File: src/rtl/seqdet_pkg.sv
// Shared constants and helpers for the parametrised serial pattern detector.
package seqdet_pkg;

    localparam int unsigned PAT_W_DEF   = 4;
    localparam logic [3:0]  PAT_RST_DEF = 4'b1010;
    localparam int unsigned CNT_W_DEF   = 8;

    // Width needed to count 0..pat_w valid history samples.
    function automatic int unsigned fill_w(input int unsigned pat_w);
        return $clog2(pat_w + 1);
    endfunction

endpackage

File: src/rtl/seqdet_param_if.sv
// Serial-bit, configuration and result signals of the pattern detector.
interface seqdet_param_if
    import seqdet_pkg::*;
#(
    parameter int unsigned PAT_W = PAT_W_DEF,
    parameter int unsigned CNT_W = CNT_W_DEF
) ();

    logic                        x;
    logic                        in_valid;
    logic                        cfg_load;
    logic [PAT_W-1:0]            pattern_in;
    logic                        overlap_in;
    logic                        cnt_clr;
    logic                        z;
    logic [CNT_W-1:0]            match_cnt;
    logic [fill_w(PAT_W)-1:0]    fill;

    modport master (
        output x, in_valid, cfg_load, pattern_in, overlap_in, cnt_clr,
        input  z, match_cnt, fill
    );

    modport slave (
        input  x, in_valid, cfg_load, pattern_in, overlap_in, cnt_clr,
        output z, match_cnt, fill
    );

endinterface

File: src/rtl/seqdet_hist.sv
// Sample history shift register with a saturating count of valid samples.
module seqdet_hist
    import seqdet_pkg::*;
#(
    parameter int unsigned PAT_W = PAT_W_DEF
) (
    input  logic                     clk,
    input  logic                     reset,
    input  logic                     clr,
    input  logic                     shift,
    input  logic                     restart,
    input  logic                     x,
    output logic [PAT_W-1:0]         hist_n,
    output logic [fill_w(PAT_W)-1:0] fill_n,
    output logic [fill_w(PAT_W)-1:0] fill
);

    localparam int unsigned FW = fill_w(PAT_W);

    logic [PAT_W-1:0] hist;
    logic [FW-1:0]    fill_q;

    // Newest sample enters at bit 0, so the MSB holds the oldest one.
    assign hist_n = {hist[PAT_W-2:0], x};
    assign fill_n = (fill_q == FW'(PAT_W)) ? fill_q : fill_q + 1'b1;
    assign fill   = fill_q;

    always_ff @(posedge clk or negedge reset) begin
        if (!reset) begin
            hist   <= '0;
            fill_q <= '0;
        end else if (clr) begin
            hist   <= '0;
            fill_q <= '0;
        end else if (shift) begin
            hist   <= hist_n;
            fill_q <= restart ? '0 : fill_n;
        end
    end

endmodule

File: src/rtl/seqdet_param.sv
// Programmable serial pattern detector with overlap control and saturating match counter.
module seqdet_param
    import seqdet_pkg::*;
#(
    parameter int unsigned      PAT_W   = PAT_W_DEF,
    parameter logic [PAT_W-1:0] PAT_RST = PAT_W'(PAT_RST_DEF),
    parameter int unsigned      CNT_W   = CNT_W_DEF
) (
    input  logic          clk,
    input  logic          reset,
    seqdet_param_if.slave bus
);

    localparam int unsigned      FW      = fill_w(PAT_W);
    localparam logic [CNT_W-1:0] CNT_MAX = '1;

    logic [PAT_W-1:0] pat_reg;
    logic             overlap_reg;
    logic [PAT_W-1:0] hist_n;
    logic [FW-1:0]    fill_n;
    logic [FW-1:0]    fill;
    logic             shift;
    logic             match;
    logic             z_q;
    logic [CNT_W-1:0] cnt_q;

    assign shift = bus.in_valid && !bus.cfg_load;
    // fill gates the compare so stale history never produces a match.
    assign match = shift && (fill_n == FW'(PAT_W)) && (hist_n == pat_reg);

    seqdet_hist #(
        .PAT_W (PAT_W)
    ) u_hist (
        .clk     (clk),
        .reset   (reset),
        .clr     (bus.cfg_load),
        .shift   (shift),
        .restart (match && !overlap_reg),
        .x       (bus.x),
        .hist_n  (hist_n),
        .fill_n  (fill_n),
        .fill    (fill)
    );

    always_ff @(posedge clk or negedge reset) begin
        if (!reset) begin
            pat_reg     <= PAT_RST;
            overlap_reg <= 1'b1;
            z_q         <= 1'b0;
            cnt_q       <= '0;
        end else begin
            if (bus.cfg_load) begin
                pat_reg     <= bus.pattern_in;
                overlap_reg <= bus.overlap_in;
                z_q         <= 1'b0;
            end else begin
                z_q <= match;
            end

            // A clear coinciding with a match restarts at one so the match is kept.
            if (match) begin
                if (bus.cnt_clr)
                    cnt_q <= CNT_W'(1);
                else if (cnt_q != CNT_MAX)
                    cnt_q <= cnt_q + 1'b1;
            end else if (bus.cnt_clr) begin
                cnt_q <= '0;
            end
        end
    end

    assign bus.z         = z_q;
    assign bus.match_cnt = cnt_q;
    assign bus.fill      = fill;

endmodule

File: src/flat_wrapper.sv
// flat-port wrapper written by rule: the top's interface ports become plain ports
module seqdet_param_flat import seqdet_pkg::*;
#(
    parameter int unsigned      PAT_W   = PAT_W_DEF,
    parameter logic [PAT_W-1:0] PAT_RST = PAT_W'(PAT_RST_DEF),
    parameter int unsigned      CNT_W   = CNT_W_DEF
)
  (clk, reset, bus_x, bus_in_valid, bus_cfg_load, bus_pattern_in, bus_overlap_in, bus_cnt_clr, bus_z, bus_match_cnt, bus_fill);
  seqdet_param_if #(.PAT_W(PAT_W), .CNT_W(CNT_W)) bus_i ();
  input  logic clk;
  input  logic reset;
  input wire logic [$bits(bus_i.x)-1:0] bus_x;
  input wire logic [$bits(bus_i.in_valid)-1:0] bus_in_valid;
  input wire logic [$bits(bus_i.cfg_load)-1:0] bus_cfg_load;
  input wire logic [$bits(bus_i.pattern_in)-1:0] bus_pattern_in;
  input wire logic [$bits(bus_i.overlap_in)-1:0] bus_overlap_in;
  input wire logic [$bits(bus_i.cnt_clr)-1:0] bus_cnt_clr;
  output wire logic [$bits(bus_i.z)-1:0] bus_z;
  output wire logic [$bits(bus_i.match_cnt)-1:0] bus_match_cnt;
  output wire logic [$bits(bus_i.fill)-1:0] bus_fill;
  assign bus_i.x = bus_x;
  assign bus_i.in_valid = bus_in_valid;
  assign bus_i.cfg_load = bus_cfg_load;
  assign bus_i.pattern_in = bus_pattern_in;
  assign bus_i.overlap_in = bus_overlap_in;
  assign bus_i.cnt_clr = bus_cnt_clr;
  assign bus_z = bus_i.z;
  assign bus_match_cnt = bus_i.match_cnt;
  assign bus_fill = bus_i.fill;
  seqdet_param #(.PAT_W(PAT_W), .PAT_RST(PAT_RST), .CNT_W(CNT_W)) u_core (.clk(clk), .reset(reset), .bus(bus_i));
endmodule
File: config.mk
export PLATFORM = sky130hd
export DESIGN_NAME = seqdet_param_flat
export DESIGN_NICKNAME = d
export VERILOG_FILES = /design/src/rtl/seqdet_pkg.sv /design/src/rtl/seqdet_param_if.sv /design/src/rtl/seqdet_hist.sv /design/src/rtl/seqdet_param.sv /design/src/flat_wrapper.sv
export SDC_FILE = /design/constraint.sdc
export NUM_CORES = 1
export LEC_CHECK = 0
export ABC_AREA = 1
export CAP_MARGIN = 40
export CORE_MARGIN = 10
export CORE_UTILIZATION = 60
export DETAILED_ROUTE_END_ITERATION = 12
export DONT_BUFFER_PORTS = 1
export PLACE_DENSITY = 0.86
export SKIP_LAST_GASP = 1
export SLEW_MARGIN = 0
export SYNTH_ARGS = -nofsm -noshare
export SYNTH_HDL_FRONTEND = slang
export SYNTH_HIERARCHICAL = 1
export SYNTH_SLANG_ARGS = --single-unit
export TNS_END_PERCENT = 20
File: constraint.sdc
create_clock -name clk -period 3.5 [get_ports clk]
set_clock_uncertainty 0.05 [all_clocks]
set_input_delay 0 -clock clk [delete_from_list [all_inputs] [get_ports clk]]
set_output_delay 0 -clock clk [all_outputs]
set_load 0.1 [all_outputs]
# After elaboration in Yosys (flattened, before gate mapping)
# Index checks and enable logic that the tools add are counted.
# word_totals
reg_bits	20
# classes
add_sub_neg	2
eq_ne	4
muxes	11
reduce_logical	10
# ops
cell	n
8-bit two-way mux	4
3-bit two-way mux	6
8-bit by 1-bit adder with 8-bit output (second input constant)	1
8-bit != test (second input constant)	1
3-bit == test (second input constant)	2
2-bit nonzero test	3
4-bit == test	1
1-bit logical AND	4
3-bit by 1-bit adder with 3-bit output (second input constant)	1
1-bit logical NOT	2
2-bit AND reduction	1
1-bit two-way mux	1

# Depth between registers and ports, before layout
# Gate-level depths: netlist (run 1).
# logic_depth
word_depth	9
ltp_mapped	13
depth_no_buf	13

# Modules after synthesis
# The synthesis (run 1) kept the hierarchy.
# modules_own_cells
mod	instances	cells_per_inst	area_each_um2	seq_area_each_um2
seqdet_param	1	135	1031.0	354.1
seqdet_hist	1	41	330.3	150.1

# Least setup slack after synthesis (run 1)
# Ideal clock, no wire load.
# synth_timing
path_type	flip-flop to flip-flop
startpoint	register u_core.u_hist.fill_q[0], in the netlist u_core/u_hist/fill[0]
endpoint	register u_core.u_hist.fill_q[2], in the netlist u_core/u_hist/fill[2]
setup_ns	0.120
arrival_ns	2.251
required_time_ns	3.330
path_slack_ns	1.079
stages_incl_launch_ff	13
n_path_buf	0
path_cell_list	dfrtp_1 -> inv_1 -> ha_1 -> nand3_1 -> nand2_2 -> inv_1 -> nand3_4 -> nor2_8 -> nand3_2 -> nor2_1 -> nor2_4 -> nand2_1 -> nand2_1
# synth_via
elab_chain_cells	9
elab_cells_between_ends	10
# synth_lines
item	line_no	source
start: declaration	seqdet_hist.sv:21	logic [FW-1:0] fill_q;
start signal: assignment	seqdet_hist.sv:37	fill_q <= restart ? '0 : fill_n;
3-bit by 1-bit adder with 3-bit output or 3-bit == test (tied branches)	seqdet_hist.sv:25	assign fill_n = (fill_q == FW'(PAT_W)) ? fill_q : fill_q + 1'b1;
3-bit two-way mux (*)	seqdet_hist.sv:25	
named net u_core.fill_n[0]	seqdet_param.sv:20	logic [FW-1:0] fill_n;
3-bit == test (*)	seqdet_param.sv:29	assign match = shift && (fill_n == FW'(PAT_W)) && (hist_n == pat_reg);
1-bit logical AND (*) (2 in series)	seqdet_param.sv:29	
1-bit logical AND (*)	seqdet_param.sv:38	.restart (match && !overlap_reg),
3-bit two-way mux (*)	seqdet_hist.sv:37	
3-bit two-way mux (*)	seqdet_hist.sv:35	end else if (shift) begin
3-bit two-way mux (*)	seqdet_hist.sv:32	end else if (clr) begin
# The timed path passes the listed nets; every way through them passes the cells marked *. The select of a mux whose other input is x is not followed.
# A chain may end at the register's enable or synchronous reset.

# Worst setup path after layout (run 1)
# layout_timing
startpoint	register u_core.u_hist.fill_q[0], in the netlist u_core/u_hist/fill[0]
endpoint	register u_core.u_hist.fill_q[1], in the netlist u_core/u_hist/fill[1]
# The elaborated chain is that of the path after synthesis.

==> impl_results.md, run 1 <==
- Clock share of power: 25.4%
- Max-slew headroom: approximately 42%
- Critical Path Sink Type: register
- Ant diodes: 0
- CTS max path bufs: 2
- Net load switching power: 136.2 uW
- CP Capture Point: u_core/u_hist/fill[1]$_DFFE_PN0P_
- Largest register FFs: 8
- Worst slack, placed: 1.350 ns
- Vias in the first global route: 1253
- Mapped Nets: 190
- Port-buffer cells: 0
- Detailed router's first-iteration violation count: approximately 100
- Number of vias per cell: 5.345
- Post-Synthesis Cells: 176
- Drt first pass iters: 4
- Most common cell in the netlist: nand2_1
- Internal power: 316.3 uW
- Levels on crit path: 13
- Required @ worst endpoint: 3.66 ns
- Cts bufs inserted: 3
- H-Tree Depth: 1
- IO Count: 23
- Clk_lat worst skew: 0.30 ns
- Setup violators final: 0
- Chip Height: 67.63 um
- Synth Register Bits: 20
- Reg2Reg Setup Slack: 1.34 ns
- HP Class: input port to register
- Sequential share of power: approximately 54%
- WL final: between 3 and 4 mm
- Critical Path Slowest Stage Cell: dfrtp_1
- Crit Reg-Reg Endpoint: u_core/u_hist/fill[1]$_DFFE_PN0P_
- R2R cell count: 13
- Post-synth top area share: 31.25%
- Critical path class: register to register
- Tot GR Track Use: between 10% and 20%
- First-pass GRT wire length: 5.437 mm
- Final nets: 216
- Fillers: 165
- Synthesized area: roughly 0.0014 sq mm
- Startpoint Class: register
- Area occupied by multi-input gates: approximately 730 sq um
- Ys flop type: dfrtp_1
- CP Cell Sequence: buf_4 -> inv_1 -> ha_1 -> nand3_1 -> nand2_2 -> inv_1 -> nand3_4 -> nor2_8 -> nand3_2 -> nor2_1 -> nor2_4 -> nand2_1 -> nand2_1
- Number of routed nets with antenna violations: 0
- Critical path's top delay family: simple AND/OR/NAND/NOR gates
- Initial antenna violation count: 0
- Post-DP HPWL: about 2.3 mm
- RSZ-0062 raised after global routing: false
- Worst R2R Start: u_core/u_hist/fill[0]$_DFFE_PN0P_
- Final period utilization: 61.74%
- Die width: 67.63 um
- Worst-margin pin slew: approximately 0.87 ns
- Finished Core Util: 73.67%
- Final Critical Period: between 2 and 2.5 ns
- Distinct cell type count after synthesis: 30
- Status: complete, no violations
- Via Count: 1224
- Syn. warnings: 6
- Max_cap viols: 0
- CTS tree: built
- Register area share after synthesis: 37.04%
- Pin count of the biggest net entering global routing: 21
- Crit path largest cell delay: roughly 0.34 ns
- Die ar.: 0.004574 sq mm
- Worst Path Arrival: 2.32 ns
- Avg Cell Area, Syn: 7.735 sq um
- Max Slew Vio Count: 0
- Core area: 0.002191 sq mm
- Fin area: 0.001614 sq mm
- Crit path launch: u_core/u_hist/fill[0]$_DFFE_PN0P_
- Setup TNS: 0 ns
- Worst setup margin: 1.339 ns
- Sw Ratio: 30.11%
- Share of layout cells above drive strength 1: 23.38%
- CTS sink count: 20
- Dpl cell area: roughly 0.0015 sq mm
- Synth top area cells: dfrtp_1 31%, nand2_1 15%, inv_1 6.3%, dfstp_2 5.8%, nand3_1 4.4%
- Comb pwr share: 20.1%
- Register area: 504.2 sq um
- Cell taking the most area after synthesis: dfrtp_1
- Reg clk slew, reported paths: between 0.1 and 0.15 ns
- Global placer's final weighted congestion: 0.8283
- Crit path buffers/inverters: 3
- Pwr dens: 280.4 mW/mm^2
- EDFF count, synth: 0
- # DRC: 0
- Async S/R FF share, synth: 100.0%
- Area grow syn2layout: 18.57%
- Clock root buffer: clkbuf_4
- Wire per inst: 13.69 um
- Commonest cells post-synth: 56 x nand2_1, 23 x inv_1, 17 x dfrtp_1
- Max rail drop VDD: 0.3281 mV
- Fmax: 462.7 MHz
- Initial core utilization: 62.14%
- Leak: 0.0008577 uW
- Worst-path fanout max: 5
- Grt ovf: 0
- Num rows: 17
- Endpoints failing hold: 0
## cells by family after synthesis
| kind of cell | share of synthesized area (%) |
|---|---|
| fa+ha+maj | 2.758 |
| flops | 37.04 |
| simple gates | 44.76 |
| xor+xnor | 0.6435 |
| compound gates | 4.596 |
| mux | 0.8271 |
| buf+inv | 9.375 |
## metal layers
metal / part of all wire (%) / vias to the layer above / global-route usage [%]
met3: 7.6 / 4 / 4.463
met5: 0 / - / 0
met1: 39 / 581 / 16.91
met2: 52 / 38 / 25.94
li1: - / 601 / -
met4: 1.3 / 0 / 4.359
## what timing repair did
item | CTS | global route
hold buffers | 11 | 1
setup buffers | 0 | 0
endpoints found under the hold margin | 37 | 2
gates resized for setup | 0 | 0
## power by group through the flow
| stage | Clock (uW) | Combinational, uW | Sequential (uW) |
|---|---|---|---|
| after detailed placement | 0 | 69.0 | 250 |
| after global placement | 0 | 66.2 | 250 |
| after global routing | 130 | 101 | 247 |
| after CTS | 118 | 87.4 | 246 |
| after floorplan | 0 | 53.2 | 259 |
| final | 115 | 91.2 | 246 |
## cells in the final DEF (no fill, tap or decap), drive strengths merged, types with 2 or more instances in the layout
cell / Yosys / routed
dfstp: 3 / 3
buf: 2 / 12
nand2: 65 / 65
nor3: 2 / 2
dfrtp: 17 / 17
dlygate4sd3: 0 / 12
nor2: 21 / 21
nand4: 6 / 6
clkbuf: 1 / 4
inv: 27 / 27
ha: 3 / 3
o21ai: 8 / 8
nand3: 15 / 15
## final cells by class
cell class,instances,share of cell area (%)
Multi-Input combinational cell,126,45.19
Sequential cell,20,31.24
Timing Repair Buffer,24,13.49
Inverter,27,6.279
Tap cell,28,2.171
Clock buffer,4,1.628
## worst register-to-register path, delay by kind of cell, from the launching register on
family / cells / cell delay [ns]
simple gates: 9 / 0.91
flops: 1 / 0.34
buf+inv: 3 / 0.53
fa+ha+maj: 1 / 0.24
## stage by stage
stage	power, uW	hold WS, ns	std cells
after floorplan	312.5	-0.3456	176
after global placement	316.1	-0.3445	212
after detailed placement	319.4	-0.3447	212
after CTS	451.1	0.03536	227
after global routing	477.9	0.05825	229
final	452.5	0.04301	229
## worst min-delay path by stage
stage,startpoint,end,slack (ns),cells after the start
after global routing,bus_x,u_core/bus.z$_DFF_PN0_,0.06,4
final,bus_x,u_core/bus.z$_DFF_PN0_,0.04,4
after floorplan,reset,u_core/bus.match_cnt[0]$_DFFE_PN0P_,-0.35,0
after global placement,reset,u_core/pat_reg[2]$_DFFE_PN0P_,-0.34,0
after detailed placement,reset,u_core/pat_reg[0]$_DFFE_PN0P_,-0.34,0
after CTS,bus_x,u_core/bus.z$_DFF_PN0_,0.04,4
(Power assumes the default switching activity.)
==> run 2, diff against run 1 <==
--- a/config.mk
+++ b/config.mk
@@ -5,7 +5,7 @@
 export SDC_FILE = /design/constraint.sdc
 export NUM_CORES = 1
 export LEC_CHECK = 0
-export ABC_AREA = 1
+export ABC_AREA = 0
 export CAP_MARGIN = 40
 export CORE_MARGIN = 10
 export CORE_UTILIZATION = 60
==> constraint.sdc (replaced) <==
create_clock -name clk -period 2.1 [get_ports clk]
set_clock_uncertainty 0.05 [all_clocks]
set_input_delay 0 -clock clk [delete_from_list [all_inputs] [get_ports clk]]
set_output_delay 0 -clock clk [all_outputs]
set_load 0.1 [all_outputs]
==> run 2 against run 1 <==
The flow now finishes with violations (setup timing). First-iteration DRC count fell by 70%. Area after synthesis is 14% lower. Worst setup slack got worse by 1.4 ns. Clock power increased by 62%. Global-route usage fell by 1.9 points. Synthesized cell count shrank 38%. Maximum frequency up 0.71%. Non-clock buffer count is 3 higher. Critical endpoint is now u_core/bus.match_cnt[0]$_DFFE_PN0P_.
==> impl_results.md, run 2 <==
- Status: finished with violations
- Failing checks: setup timing
- Die ar.: 0.004116 sq mm (-10%)
- Startpoint Class: register
- Crit path largest cell delay: 0.51 ns (+0.17 ns)
- Initial antenna violation count: 0 (unchanged)
- Max Slew Vio Count: 0 (unchanged)
- Worst R2R Start: u_core/u_hist/fill[0]$_DFFE_PN0P_
- Commonest cells post-synth: 17 x dfrtp_1, 6 x nor2_1, 5 x mux2_2, 5 x xnor2_1
- Crit path launch: u_core/u_hist/fill[0]$_DFFE_PN0P_
- Pin count of the biggest net entering global routing: 21 (unchanged)
- Synth Area in XOR/XNOR: 3.743% (+3.1 points)
- Clk_lat worst skew: 0.30 ns (about the same)
- Initial core utilization: 65.61% (+3.5 points)
- WL final: 2.596 mm (-17%)
- Max rail drop VDD: 0.4071 mV (+24%)
- Most common cell in the netlist: dfrtp_1
- Synth Register Bits: 20 (unchanged)
- Critical Path Sink Type: register
- Distinct cell type count after synthesis: 42 (+40%)
- Required @ worst endpoint: 2.23 ns (-1.43 ns)
- Fillers: 96 (-42%)
- EDFF count, synth: 0 (unchanged)
- Share of layout cells above drive strength 1: 36.84% (+13 points)
- Largest family of logic cells by synthesized area: simple AND/OR/NAND/NOR gates
- Area grow syn2layout: 26.31%
- Number of routed nets with antenna violations: 0 (unchanged)
- HP Class: input port to register
- Commonest non-fill, non-tap cells in the layout: 17 x buf_4, 14 x dfrtp_1, 9 x dlygate4sd3_1
- Post-DP HPWL: 1.884 mm (-18%)
- Area occupied by multi-input gates: 656.9 sq um (-9.9%)
- Reg2Reg Setup Slack: -0.05 ns (-1.38 ns)
- Largest register FFs: 8 (unchanged)
- Synth Area in Compound Gates: 9.198% (+4.6 points)
- Via Count: 907 (-26%)
- Worst Path Arrival: 2.28 ns (-0.04 ns)
- Cell taking the most area after synthesis: dfrtp_1
- Tot GR Track Use: 12.89% (-1.9 points)
- Endpoints failing hold: 0 (unchanged)
- Max_cap viols: 0 (unchanged)
- Async S/R FF share, synth: 100.0% (unchanged)
- Mapped Nets: 123 (-35%)
- Critical Path Slowest Stage Cell: dfrtp_4
- Num rows: 15 (-2)
- Worst slack, placed: -0.1732 ns (-1.523 ns)
- # DRC: 0 (unchanged)
- CTS max path bufs: 2 (unchanged)
- Fmax: 466.0 MHz (+0.71%)
- Simple-Gate Fraction of Synth Area: 25.24% (-20 points)
- Die width: 64.16 um (-5.1%)
- Wire per inst: 16.43 um (+20%)
- Setup violators final: 4 (+4)
- Post-Synthesis Cells: 109 (-38%)
- First-pass GRT wire length: 4.374 mm (-20%)
- R2R cell count: 9 (-4)
- Worst hold stages: 2 (-2)
- Synthesized area: 0.001170 sq mm (-14%)
- Worst-path fanout max: 4 (-1)
- Core area: 0.001783 sq mm (-19%)
- IO Count: 23 (unchanged)
- CTS tree: built
- CP Capture Point: u_core/bus.match_cnt[0]$_DFFE_PN0P_
- Ys flop type: dfrtp_1
- Register area share after synthesis: 43.10% (+6.1 points)
- Fin cells: 158 (-31%)
- Max-slew headroom: 42.27% (+0.18 points)
- Syn. warnings: 6 (unchanged)
- CTS sink count: 20 (unchanged)
- Worst-margin pin slew: 0.8665 ns (-0.002674 ns)
- Final period utilization: 102.2% (+40 points)
- Drt first pass iters: 4 (unchanged)
- Final nets: 148 (-31%)
- # Post-CTS Setup Buffers: 0 (unchanged)
- Adder-Cell Fraction of Synth Area: 3.209% (+0.45 points)
- Worst setup margin: -0.04577 ns (-1.385 ns)
- Crit Reg-Reg Endpoint: u_core/bus.match_cnt[0]$_DFFE_PN0P_
- H-Tree Depth: 1 (unchanged)
- Port-buffer cells: 0 (unchanged)
- Pwr dens: 485.1 mW/mm^2 (+73%)
- RSZ-0062 raised after global routing: true
- Register area: 513.0 sq um (+1.7%)
- Post-synthesis mux area share: 10.27% (+9.4 points)
- Number of vias per cell: 5.741 (+7.4%)
- Ant diodes: 0 (unchanged)
- CP Cell Sequence: inv_4 -> ha_4 -> nand2_4 -> xnor2_2 -> nor4b_4 -> nand4_2 -> buf_4 -> o311ai_1 -> o211ai_1
- Final Critical Period: 2.146 ns (-0.01528 ns)
- Reg clk slew, reported paths: 0.11 ns (about the same)
- Post-synth top area share: 36.36% (+5.1 points)
- Leak: 0.0006337 uW (-26%)
- Avg Cell Area, Syn: 10.73 sq um (+39%)
- Cts bufs inserted: 3 (unchanged)
- Chip Height: 64.16 um (-5.1%)
- Grt ovf: 0 (unchanged)
- # placed instances: 144 (-32%)
- Most common cell after layout, fill and taps aside: buf_4
- Vias in the first global route: 904 (-28%)
- Global placer's final weighted congestion: 0.8988 (+8.5%)
- Synth top area cells: dfrtp_1 36%, dfstp_2 6.7%, mux2_2 4.8%, xnor2_1 3.7%, ha_1 3.2%
- Critical path class: register to register
- Clock root buffer: clkbuf_4
- Detailed router's first-iteration violation count: 31 (-70%)
-- run 2: changes by cell type in the layout (fill, tap and decap cells not counted), moves of 4 or more --
cell | before | now
and2_1 | 0 | 4
buf_4 | 11 | 17
inv_1 | 23 | 2
mux2_2 | 1 | 5
nand2_1 | 56 | 4
nand2_2 | 6 | 0
nand3_1 | 12 | 4
nor2_1 | 11 | 6
nor2_2 | 4 | 0
o21ai_0 | 5 | 0
-- run 2: how the worst min path moves through the flow --
stage | start | end | slack, ns
floorplan | reset | u_core/bus.match_cnt[0]$_DFFE_PN0P_ | -0.35
detailed placement | reset | u_core/u_hist/fill[0]$_DFFE_PN0P_ | -0.34
global route | bus_in_valid | u_core/u_hist/fill[2]$_DFFE_PN0P_ | 0.02
finish | bus_in_valid | u_core/u_hist/fill[2]$_DFFE_PN0P_ | 0.03
global placement | reset | u_core/u_hist/fill[2]$_DFFE_PN0P_ | -0.34
CTS | bus_in_valid | u_core/u_hist/fill[2]$_DFFE_PN0P_ | 0.008
-- run 2: repair_timing --
action / in CTS / in global routing
endpoints found under the hold margin: 39 / 0
pin swaps: 3 / 0
resized for setup: 4 / 0
cloned: 0 / 0
hold buffers: 9 / 0
endpoints found under the setup margin: 5 / 11
-- run 2: layout make-up --
type,count,share of cell area [%]
sequential,20,34.72
inverter,4,1.185
timing repair buffer,27,15.75
tap,25,2.117
clock buffer,4,1.778
multi-input combinational,78,44.45
-- run 2: where the power goes --
group | internal (uW) | leakage (uW) | total [uW] | switching [uW]
Combinational | 53.2 | 0.000361 | 116 | 62.8
Clock | 74.0 | 0.0000150 | 186 | 112
Sequential | 404 | 0.000258 | 415 | 11.1
Total | 531 | 0.000634 | 717 | 186
-- run 2: logic make-up (layout without fill, tap and decap cells) --
logic type      Yosys count  after routing
simple gates             44             44
flops                    20             20
compound gates           15             15
mux                      11             11
buf+inv                  11             35
xor+xnor                  5              5
fa+ha+maj                 3              3
-- run 2: worst max-delay path: cells and delay by family, from the launching register on --
family                     cells  cell delay, ns
and+or+nand+nor                3            0.52
DFF                            1            0.51
AOI/OAI and AO/OA              2            0.40
buffers and inverters          2            0.26
xor gates and xnor gates       1            0.16
adders and majority gates      1            0.14
-- run 2: stage by stage --
stage	hold WS, ns	area, sq um	total power (uW)	utilization [%]	TNS, ns
after global routing	0.01840	1478	753.5	82.88	-1.216
after detailed placement	-0.3448	1328	506.5	74.46	-0.5359
after floorplan	-0.3456	1221	497.7	-	-1.945
after CTS	0.007610	1463	722.1	82.04	-0.2036
after global placement	-0.3449	1328	503.4	74.46	-0.3394
final	0.02890	1478	716.9	82.88	-0.1283
-- run 2: layer usage --
layer  routed length (um)  global-route usage [%]  up-vias
met5                    0                       0        -
li1                     -                       -      445
met3                  136                   4.530        2
met4                    9                   1.604        0
met1                 1164                   16.16      443
met2                 1285                   21.39       17
